==> src/rtl/fetch_stage.sv <==
// fetch_stage: IF stage owning the PC; issues ibus fetches, holds one instruction across
// downstream stalls and drops responses made stale by redirects.
// Optional feature macro FETCH_MISALIGN_TRAP_EN: a misaligned PC raises out_exc instead of fetching.
module fetch_stage #(
  parameter int XLEN = 64,
  parameter logic [XLEN-1:0] RESET_PC = 64'h0000_0000_8000_0000
) (
  input  logic            clk,
  input  logic            reset,
  output logic            ireq_valid,
  output logic [XLEN-1:0] ireq_addr,
  input  logic            iresp_data_ok,
  input  logic [31:0]     iresp_data,
  input  logic            redirect_valid,
  input  logic [XLEN-1:0] redirect_pc,
  input  logic            stall,
  output logic            out_valid,
  output logic [XLEN-1:0] out_pc,
  output logic [31:0]     out_instr,
  output logic            out_exc,
  output logic            fetch_busy
);
  typedef enum logic [1:0] {FETCH, HOLD, DISCARD} stateT;
  stateT state;
  logic [XLEN-1:0] pc, pendingPc;
  logic [31:0] buffer;
  logic misalign, trapShow;
`ifdef FETCH_MISALIGN_TRAP_EN
  logic trapDone;
  assign misalign = (state == FETCH) && (pc[1:0] != 2'b00);
  assign trapShow = misalign && !trapDone;
  // Remember that the trap instruction was accepted so it is presented only once per redirect
  always_ff @(posedge clk)
    trapDone <= !reset && misalign && !redirect_valid && (trapDone || !stall);
`else
  assign misalign = 1'b0;
  assign trapShow = 1'b0;
`endif
  // Bus request and IF/ID presentation; a redirect always suppresses out_valid
  always_comb begin
    out_pc = reset ? RESET_PC : pc;
    ireq_addr = out_pc;
    ireq_valid = !reset && ((state == FETCH && !misalign) || state == DISCARD);
    fetch_busy = ireq_valid;
    out_valid = !reset && !redirect_valid &&
                ((state == FETCH && !misalign && iresp_data_ok) || state == HOLD || trapShow);
    out_instr = !out_valid ? 32'h0 : state == HOLD ? buffer : trapShow ? 32'h0000_0013 : iresp_data;
    out_exc = out_valid && trapShow;
  end
  // PC / hold-buffer state machine: redirect beats stall beats normal progress
  always_ff @(posedge clk)
    if (reset) begin
      pc <= RESET_PC;
      state <= FETCH;
      buffer <= 32'h0;
      pendingPc <= '0;
    end else
      case (state)
        FETCH:
          if (misalign) begin
            if (redirect_valid) pc <= redirect_pc;
          end else if (iresp_data_ok) begin
            if (redirect_valid) pc <= redirect_pc;
            else if (stall) begin
              buffer <= iresp_data;
              state <= HOLD;
            end else pc <= pc + XLEN'(4);
          end else if (redirect_valid) begin
            pendingPc <= redirect_pc;
            state <= DISCARD;
          end
        HOLD:
          if (redirect_valid) begin
            pc <= redirect_pc;
            state <= FETCH;
          end else if (!stall) begin
            pc <= pc + XLEN'(4);
            state <= FETCH;
          end
        DISCARD:
          if (iresp_data_ok) begin
            pc <= redirect_valid ? redirect_pc : pendingPc;
            state <= FETCH;
          end else if (redirect_valid) pendingPc <= redirect_pc;
        default: state <= FETCH;
      endcase
endmodule

==> config.mk <==
export PLATFORM = sky130hd
export DESIGN_NAME = fetch_stage
export DESIGN_NICKNAME = d
export VERILOG_FILES = /design/src/rtl/fetch_stage.sv
export SDC_FILE = /design/constraint.sdc
export NUM_CORES = 1
export LEC_CHECK = 0
export ABC_CLOCK_PERIOD_IN_PS = 2300
export CAP_MARGIN = 20
export CORE_ASPECT_RATIO = 0.75
export CORE_UTILIZATION = 49
export CTS_CLUSTER_DIAMETER = 200
export DETAILED_ROUTE_END_ITERATION = 10
export PLACE_DENSITY_LB_ADDON = 0.2
export SKIP_LAST_GASP = 1
export SLEW_MARGIN = 25
export SYNTH_ARGS = -nofsm -noshare
export SYNTH_HDL_FRONTEND = slang
export SYNTH_SLANG_ARGS = --single-unit
export TNS_END_PERCENT = 30
==> constraint.sdc <==
create_clock -name clk -period 2.3 [get_ports clk]
set_clock_uncertainty 0.05 [all_clocks]
set_input_delay 0.345 -clock clk [delete_from_list [all_inputs] [get_ports clk]]
set_output_delay 0.345 -clock clk [all_outputs]
set_load 0.01 [all_outputs]
==> flow_metrics.env, run 1 <==
export IMPL_dp_cells=1861
export IMPL_crit_fanout=8
export IMPL_drive_gt1_share_pct=12.59
export IMPL_min_path_type="in2reg"
export IMPL_required_ns=1.90
export IMPL_ys_types=66
export IMPL_cts_buffer_depth=2
export IMPL_period_share_pct=100.9
export IMPL_clkLatencyLatePin_ns=0.43
export IMPL_port_buffers=263
export IMPL_gp_congestion=0.9383
export IMPL_antenna_left=0
export IMPL_setup_viol=6
export IMPL_die_area_sq_um=20260
export IMPL_violations="negative setup slack"
export IMPL_pwr_density_cell_nw_per_um2=582.3
export IMPL_grt_ovfl_total=0
export IMPL_fillers=1589
export IMPL_path_clk_slew_ns=0.07
export IMPL_cts_buffers_inserted=17
export IMPL_clockRootBuffer="clkbuf_16"
export IMPL_synth_area_per_cell_sq_um=6.853
export IMPL_start_kind="register"
export IMPL_design_portCount=265
export IMPL_syn_to_final_growth_pct=38.60
export IMPL_final_min_clock_period_ns=2.322
export IMPL_core_sq_um=19320
export IMPL_worstSetupEndpointType="output pin"
export IMPL_synth_area_sq_um=9649
export IMPL_h_tree_depth=4
export IMPL_grt_pass1_vias=9660
export IMPL_grt_pass1_wl_microns=51360
export IMPL_timing_worst_setup_path_type="reg2out"
export IMPL_nets=1733
export IMPL_post_route_util_pct=69.21
export IMPL_synth_nets=1510
export IMPL_viasPerCell=5.774
export IMPL_die_y_microns=123.5
export IMPL_syn_inst=1408
export IMPL_tritoncts_num_sinks=162
export IMPL_wl_microns=33130
export IMPL_maxCapViolations=0
export IMPL_start_util_pct=49.94
export IMPL_yosysSeqAreaShare_pct=33.61
export IMPL_fin_cells=1897
export IMPL_cts_tree="built"
export IMPL_drtPass1Iterations=5
export IMPL_diodes=0
export IMPL_ys_warn_count=0
export IMPL_synth_edf_count=0
export IMPL_drv_slew=0
export IMPL_synthTopCellsByArea="dfxtp_1 34%, nand2_1 14%, a21oi_1 10%"
export IMPL_ys_seq_elements=162
export IMPL_vdd_drop_max_mv=0.4420
export IMPL_synth_top_area_share_pct=33.61
export IMPL_yosysTopAreaCell="dfxtp_1"
export IMPL_rows=44
export IMPL_grt_max_degree=65
export IMPL_leakagePower_nw=4.983
export IMPL_synth_top_flop_cell="dfxtp_1"
export IMPL_num_vias=10953
export IMPL_tightest_slew_ns=0.6262
export IMPL_max_freq_mhz=430.8
export IMPL_antenna_found_initial=0
export IMPL_timing_slew_headroom_pct=58.25
export IMPL_synth_async_reset_ratio_pct=0
export IMPL_dp_hpwl_microns=23250
export IMPL_timing_reg2reg_setup_slack_ns=0.03
export IMPL_drc=0
export IMPL_drt_initial_drc_count=1079
export IMPL_outcome="finished with violations"
export IMPL_hold_viol=0
export IMPL_wl_per_cell_microns=17.46
export IMPL_rsz0062_at_grt="true"
export IMPL_track_usage_pct=32.44
export IMPL_cp_arrival_ns=1.93
export IMPL_setup_slack_ns=-0.02153
export IMPL_die_w_microns=164.0
[power breakdown]
part	internal (W)	leakage [nW]	switching [W]	total, W
clock	0.00194	0.311	0.00125	0.00320
combinational	0.000726	3.35	0.000790	0.00152
sequential	0.00296	1.32	0.000117	0.00307
total	0.00563	4.98	0.00216	0.00779
[path summary, 6_finish.rpt]
kind	start	endpoint	cells past startpoint
hold / removal	reset	buffer[7]	3
setup reg to reg	pc[2]	pc[42]	8
setup / recovery	state[1]	out_instr[2]	5
hold reg to reg	pendingPc[1]	pendingPc[1]	2
[through the flow]
| stage | worst slack [ns] | hold WS [ns] | area (sq um) | power [W] | setup TNS (ns) |
|---|---|---|---|---|---|
| CTS | -0.1333 | 0.2182 | 13420 | 0.007792 | -2.160 |
| finish | -0.02153 | 0.2356 | 13370 | 0.007787 | -0.05082 |
| global placement | -0.2784 | 0.3869 | 12760 | 0.004594 | -8.889 |
| global route | -0.1173 | 0.2319 | 13370 | 0.008071 | -2.104 |
| detailed placement | -0.3638 | 0.3920 | 12760 | 0.004621 | -10.88 |
| floorplan | 0.1519 | 0.3737 | 9649 | 0.003878 | 0 |
[registers in the layout, indices dropped and copies added, names as in the netlist]
signal,count
pc,64
state,2
buffer,32
pendingPc,64
[area by class of cell]
class                   count  area (sq um)  share of cell area [%]
repair buffers            383          3640                   27.21
clock buffers              17         425.4                   3.181
clock inverters            15         230.2                   1.721
multi-input cells        1059          5488                   41.03
well taps                 253         316.6                   2.367
inverters                   8         30.03                  0.2245
flip-flops and latches    162          3244                   24.26
[per-layer routing]
layer | GRT usage [%] | wire, microns
met1 | 47.53 | 14970
met2 | 46.77 | 13980
met3 | 8.554 | 3712
met4 | 7.813 | 462
met5 | 0 | 0
[critical path, cell delays in order, from the launching register on]
cell and delay (ns):
dfxtp_1 0.32, or4_4 0.60, buf_6 0.16, buf_16 0.14, a21oi_1 0.14, buf_2 0.15
[cell families after synthesis]
family	share of synthesized area, %
simple gates	32.37
compound gates	22.45
flops	33.61
other cells	0.03886
mux	1.050
buf+inv	10.09
fa+ha+maj	0.1296
xor+xnor	0.2724
[cells in the mapped netlist, drive strengths merged (3+ instances only)]
| cell type | n |
|---|---|
| or3 | 14 |
| nor2 | 58 |
| nor3 | 22 |
| and3 | 20 |
| a21oi | 195 |
| a211oi | 12 |
| inv | 7 |
| a2bb2oi | 3 |
| o21ai | 81 |
| nand2b | 5 |
| nor2b | 62 |
| o31ai | 4 |
| mux2i | 9 |
| nand4 | 25 |
| and2 | 8 |
| nand2 | 368 |
| and4 | 10 |
| a31o | 3 |
| nand3 | 46 |
| o2bb2ai | 5 |
| dfxtp | 162 |
| nor4 | 13 |
| xor2 | 3 |
| a21o | 8 |
| nand3b | 3 |
| or4 | 4 |
| o22ai | 4 |
| o211ai | 17 |
| buf | 83 |
| a22oi | 10 |
| a31oi | 14 |
| nor3b | 3 |
| clkbuf | 96 |
[repair_timing]
item / CTS / global route
resized for setup: 59 / 48
cloned: 2 / 0
hold buffers: 0 / 0
endpoints found under the setup margin: 33 / 53
pin swaps: 1 / 1
buffers inserted: 1 / 1
[cells in the final DEF (no fill, tap or decap), types with 11 or more instances in the layout]
cell type	instances
clkbuf_2	12
a31oi_1	14
clkdlybuf4s50_1	227
buf_2	13
o21ai_0	81
clkbuf_16	17
nand4_1	25
and3_1	20
nor4_1	11
o211ai_1	17
dfxtp_1	161
nor2_1	56
nor3_1	21
or3_1	13
a21oi_1	193
buf_12	16
a211oi_1	12
buf_4	102
nor2b_1	60
nand3_1	44
nand2_1	367
Power figures use the tool's default switching activity.
==> inputs of run 2 (changes only) <==
--- a/config.mk
+++ b/config.mk
@@ -5,7 +5,7 @@
 export SDC_FILE = /design/constraint.sdc
 export NUM_CORES = 1
 export LEC_CHECK = 0
-export ABC_CLOCK_PERIOD_IN_PS = 2300
+export ABC_CLOCK_PERIOD_IN_PS = 2500
 export CAP_MARGIN = 20
 export CORE_ASPECT_RATIO = 0.75
 export CORE_UTILIZATION = 49
==> constraint.sdc (replaced) <==
create_clock -name clk -period 2.5 [get_ports clk]
set_clock_uncertainty 0.05 [all_clocks]
set_input_delay 0.375 -clock clk [delete_from_list [all_inputs] [get_ports clk]]
set_output_delay 0.375 -clock clk [all_outputs]
set_load 0.01 [all_outputs]
==> run 2 against run 1 <==
Compared with the run above:
- the run still ends with negative setup slack left
- non-clock buffer count decreased by 41
- die area unchanged
- cell count decreased by 2.1%
- via count decreased by 0.27%
- sequential share of layout area increased by 0.46 points
- wire length decreased by 3.0%
- global-route usage decreased by 0.80 points
- total power decreased by 9.5%
- critical endpoint is now out_instr[15]
- largest cell class unchanged
==> flow_metrics.env, run 2 (synthesis gave the netlist of run 1 again) <==
export IMPL_slowest_delay_ns=0.55
export IMPL_sw_frac_of_total_pct=28.14
export IMPL_power_switching_w=0.001984
export IMPL_rows=44
export IMPL_track_usage_pct=31.64
export IMPL_period_share_pct=107.4
export IMPL_antenna_found_initial=2
export IMPL_p_int_w=0.005066
export IMPL_core_sq_um=19320
export IMPL_cp_arrival_ns=2.26
export IMPL_grt_pass1_wl_microns=50500
export IMPL_antenna_left=0
export IMPL_pwr_density_cell_nw_per_um2=537.4
export IMPL_die_w_microns=164.0
export IMPL_drc=0
export IMPL_clockRootBuffer="clkbuf_16"
export IMPL_layout_common_cells="367 x nand2_1, 241 x clkdlybuf4s50_1, 195 x a21oi_1, 162 x dfxtp_1, 81 x o21ai_0"
export IMPL_syn_to_final_growth_pct=35.96
export IMPL_die_y_microns=123.5
export IMPL_path_clk_slew_ns=0.06
export IMPL_start_kind="input pin"
export IMPL_timing_slew_headroom_pct=56.26
export IMPL_cts_tree="built"
export IMPL_wl_per_cell_microns=17.29
export IMPL_port_buffers=263
export IMPL_drv_slew=0
export IMPL_setup_slack_ns=-0.1848
export IMPL_worstSetupEndpointType="output pin"
export IMPL_required_ns=2.08
export IMPL_clkLatencyLatePin_ns=0.43
export IMPL_pwr_share_comb_pct=18.5
export IMPL_start_util_pct=49.94
export IMPL_cts_buffer_depth=2
export IMPL_grt_pass1_vias=9603
export IMPL_grt_max_degree=87
export IMPL_maxCapViolations=0
export IMPL_gp_congestion=0.9789
export IMPL_dp_hpwl_microns=22740
export IMPL_slowest_stage="clkdlybuf4s50_1"
export IMPL_cts_setup_buffers=0
export IMPL_h_tree_depth=4
export IMPL_timing_worst_setup_path_type="in2out"
export IMPL_drtPass1Iterations=7
export IMPL_hold_viol=0
export IMPL_clock_power_share_pct=41.0
export IMPL_tritoncts_num_sinks=162
export IMPL_nets=1692
export IMPL_final_min_clock_period_ns=2.685
export IMPL_rsz0062_at_grt="true"
export IMPL_outcome="finished with violations"
export IMPL_tightest_slew_ns=0.6561
export IMPL_viasPerCell=5.879
export IMPL_drive_gt1_share_pct=8.359
export IMPL_leakagePower_nw=4.907
export IMPL_die_area_sq_um=20260
export IMPL_cts_hold_buf=0
export IMPL_min_path_type="in2reg"
export IMPL_whs_ns=0.3524
export IMPL_post_place_ws_ns=-0.2305
export IMPL_dp_cells=1824
export IMPL_wl_microns=32130
export IMPL_seqPwrFrac_pct=40.5
export IMPL_setup_viol=13
export IMPL_fin_cells=1858
export IMPL_cp_common_cell="clkdlybuf4s50_1"
export IMPL_max_freq_mhz=372.5
export IMPL_num_vias=10923
export IMPL_drt_initial_drc_count=1017
export IMPL_grt_ovfl_total=0
export IMPL_crit_fanout=33
export IMPL_mostFrequentLayoutCell="nand2_1"
export IMPL_design_portCount=265
export IMPL_reg_top3="pc x64, pendingPc x64, buffer x32"
export IMPL_vdd_drop_max_mv=0.3491
export IMPL_path_cells="clkdlybuf4s50_1 -> nor2_1 -> or4_1 -> buf_12 -> a21oi_1 -> clkdlybuf4s50_1"
export IMPL_cts_buffers_inserted=17
export IMPL_violations="negative setup slack"
-- run 2: cell types whose count changed in the layout (fill, tap and decap cells not counted), moves of 2 or more --
| cell | previous run | this run |
|---|---|---|
| a21oi_1 | 193 | 195 |
| a21oi_2 | 2 | 0 |
| and4_1 | 8 | 10 |
| and4_2 | 2 | 0 |
| buf_12 | 16 | 14 |
| buf_16 | 2 | 0 |
| buf_2 | 13 | 0 |
| buf_4 | 102 | 66 |
| clkbuf_2 | 12 | 0 |
| clkdlybuf4s50_1 | 227 | 241 |
| diode_2 | 0 | 2 |
| dlymetal6s2s_1 | 0 | 11 |
-- run 2: critical path: cells and delay by family --
| kind | cells | cell delay [ns] |
|---|---|---|
| buffers and inverters | 3 | 1.23 |
| AND/OR/NAND/NOR | 2 | 0.50 |
| AO/OA/AOI/OAI | 1 | 0.13 |
-- run 2: stage by stage --
stage          cell area (sq um)  util (%)  power, W  setup TNS, ns
2_1_floorplan               9649         -  0.003568              0
3_3_place_gp               12460     64.47  0.004169         -4.219
3_5_place_dp               12460     64.47  0.004196         -5.505
4_1_cts                    13090     67.72  0.007030         -3.980
5_1_grt                    13110     67.86  0.007291         -3.858
6_report                   13120     67.89  0.007050         -2.126
-- run 2: repair_timing --
| action | in CTS | in global routing |
|---|---|---|
| setup endpoints to repair | 33 | 37 |
| gates resized for setup | 9 | 11 |
| hold endpoints to repair | 0 | 0 |
-- run 2: area by class of cell --
| cell class | count | area, sq um |
|---|---|---|
| fill | 1705 | 6205 |
| multi-input combinational | 1059 | 5468 |
| timing repair buffer | 342 | 3416 |
| sequential | 162 | 3243 |
| clock buffer | 18 | 439.2 |
| tap | 253 | 316.6 |
| clock inverter | 14 | 201.4 |
| inverter | 8 | 30.03 |
| antenna | 2 | 5.005 |
-- run 2: final timing paths --
kind | endpoint | depth (start not counted) | slack, ns | start
worst min-delay path | pendingPc[57] | 3 | 0.35 | reset
worst min register to register | pendingPc[12] | 2 | 0.40 | pendingPc[12]
worst max register to register | pc[54] | 7 | 0 | pc[2]
worst max-delay path | out_instr[15] | 6 | -0.18 | iresp_data_ok
-- run 2: power by group through the flow --
stage          Sequential [W]  Clock, W  Combinational [W]
6_report              0.00285   0.00289            0.00131
5_1_grt               0.00287   0.00300            0.00143
4_1_cts               0.00284   0.00289            0.00130
3_5_place_dp          0.00290         0            0.00129
3_3_place_gp          0.00290         0            0.00127
2_1_floorplan         0.00287         0           0.000701
-- run 2: routing by layer --
| metal | track usage, % | up-vias | share of wire, % |
|---|---|---|---|
| met1 | 45.33 | 5057 | 44 |
| li1 | - | 5178 | - |
| met2 | 46.27 | 630 | 43 |
| met5 | 0 | - | 0.053 |
| met3 | 8.118 | 56 | 12 |
| met4 | 9.433 | 2 | 1.8 |
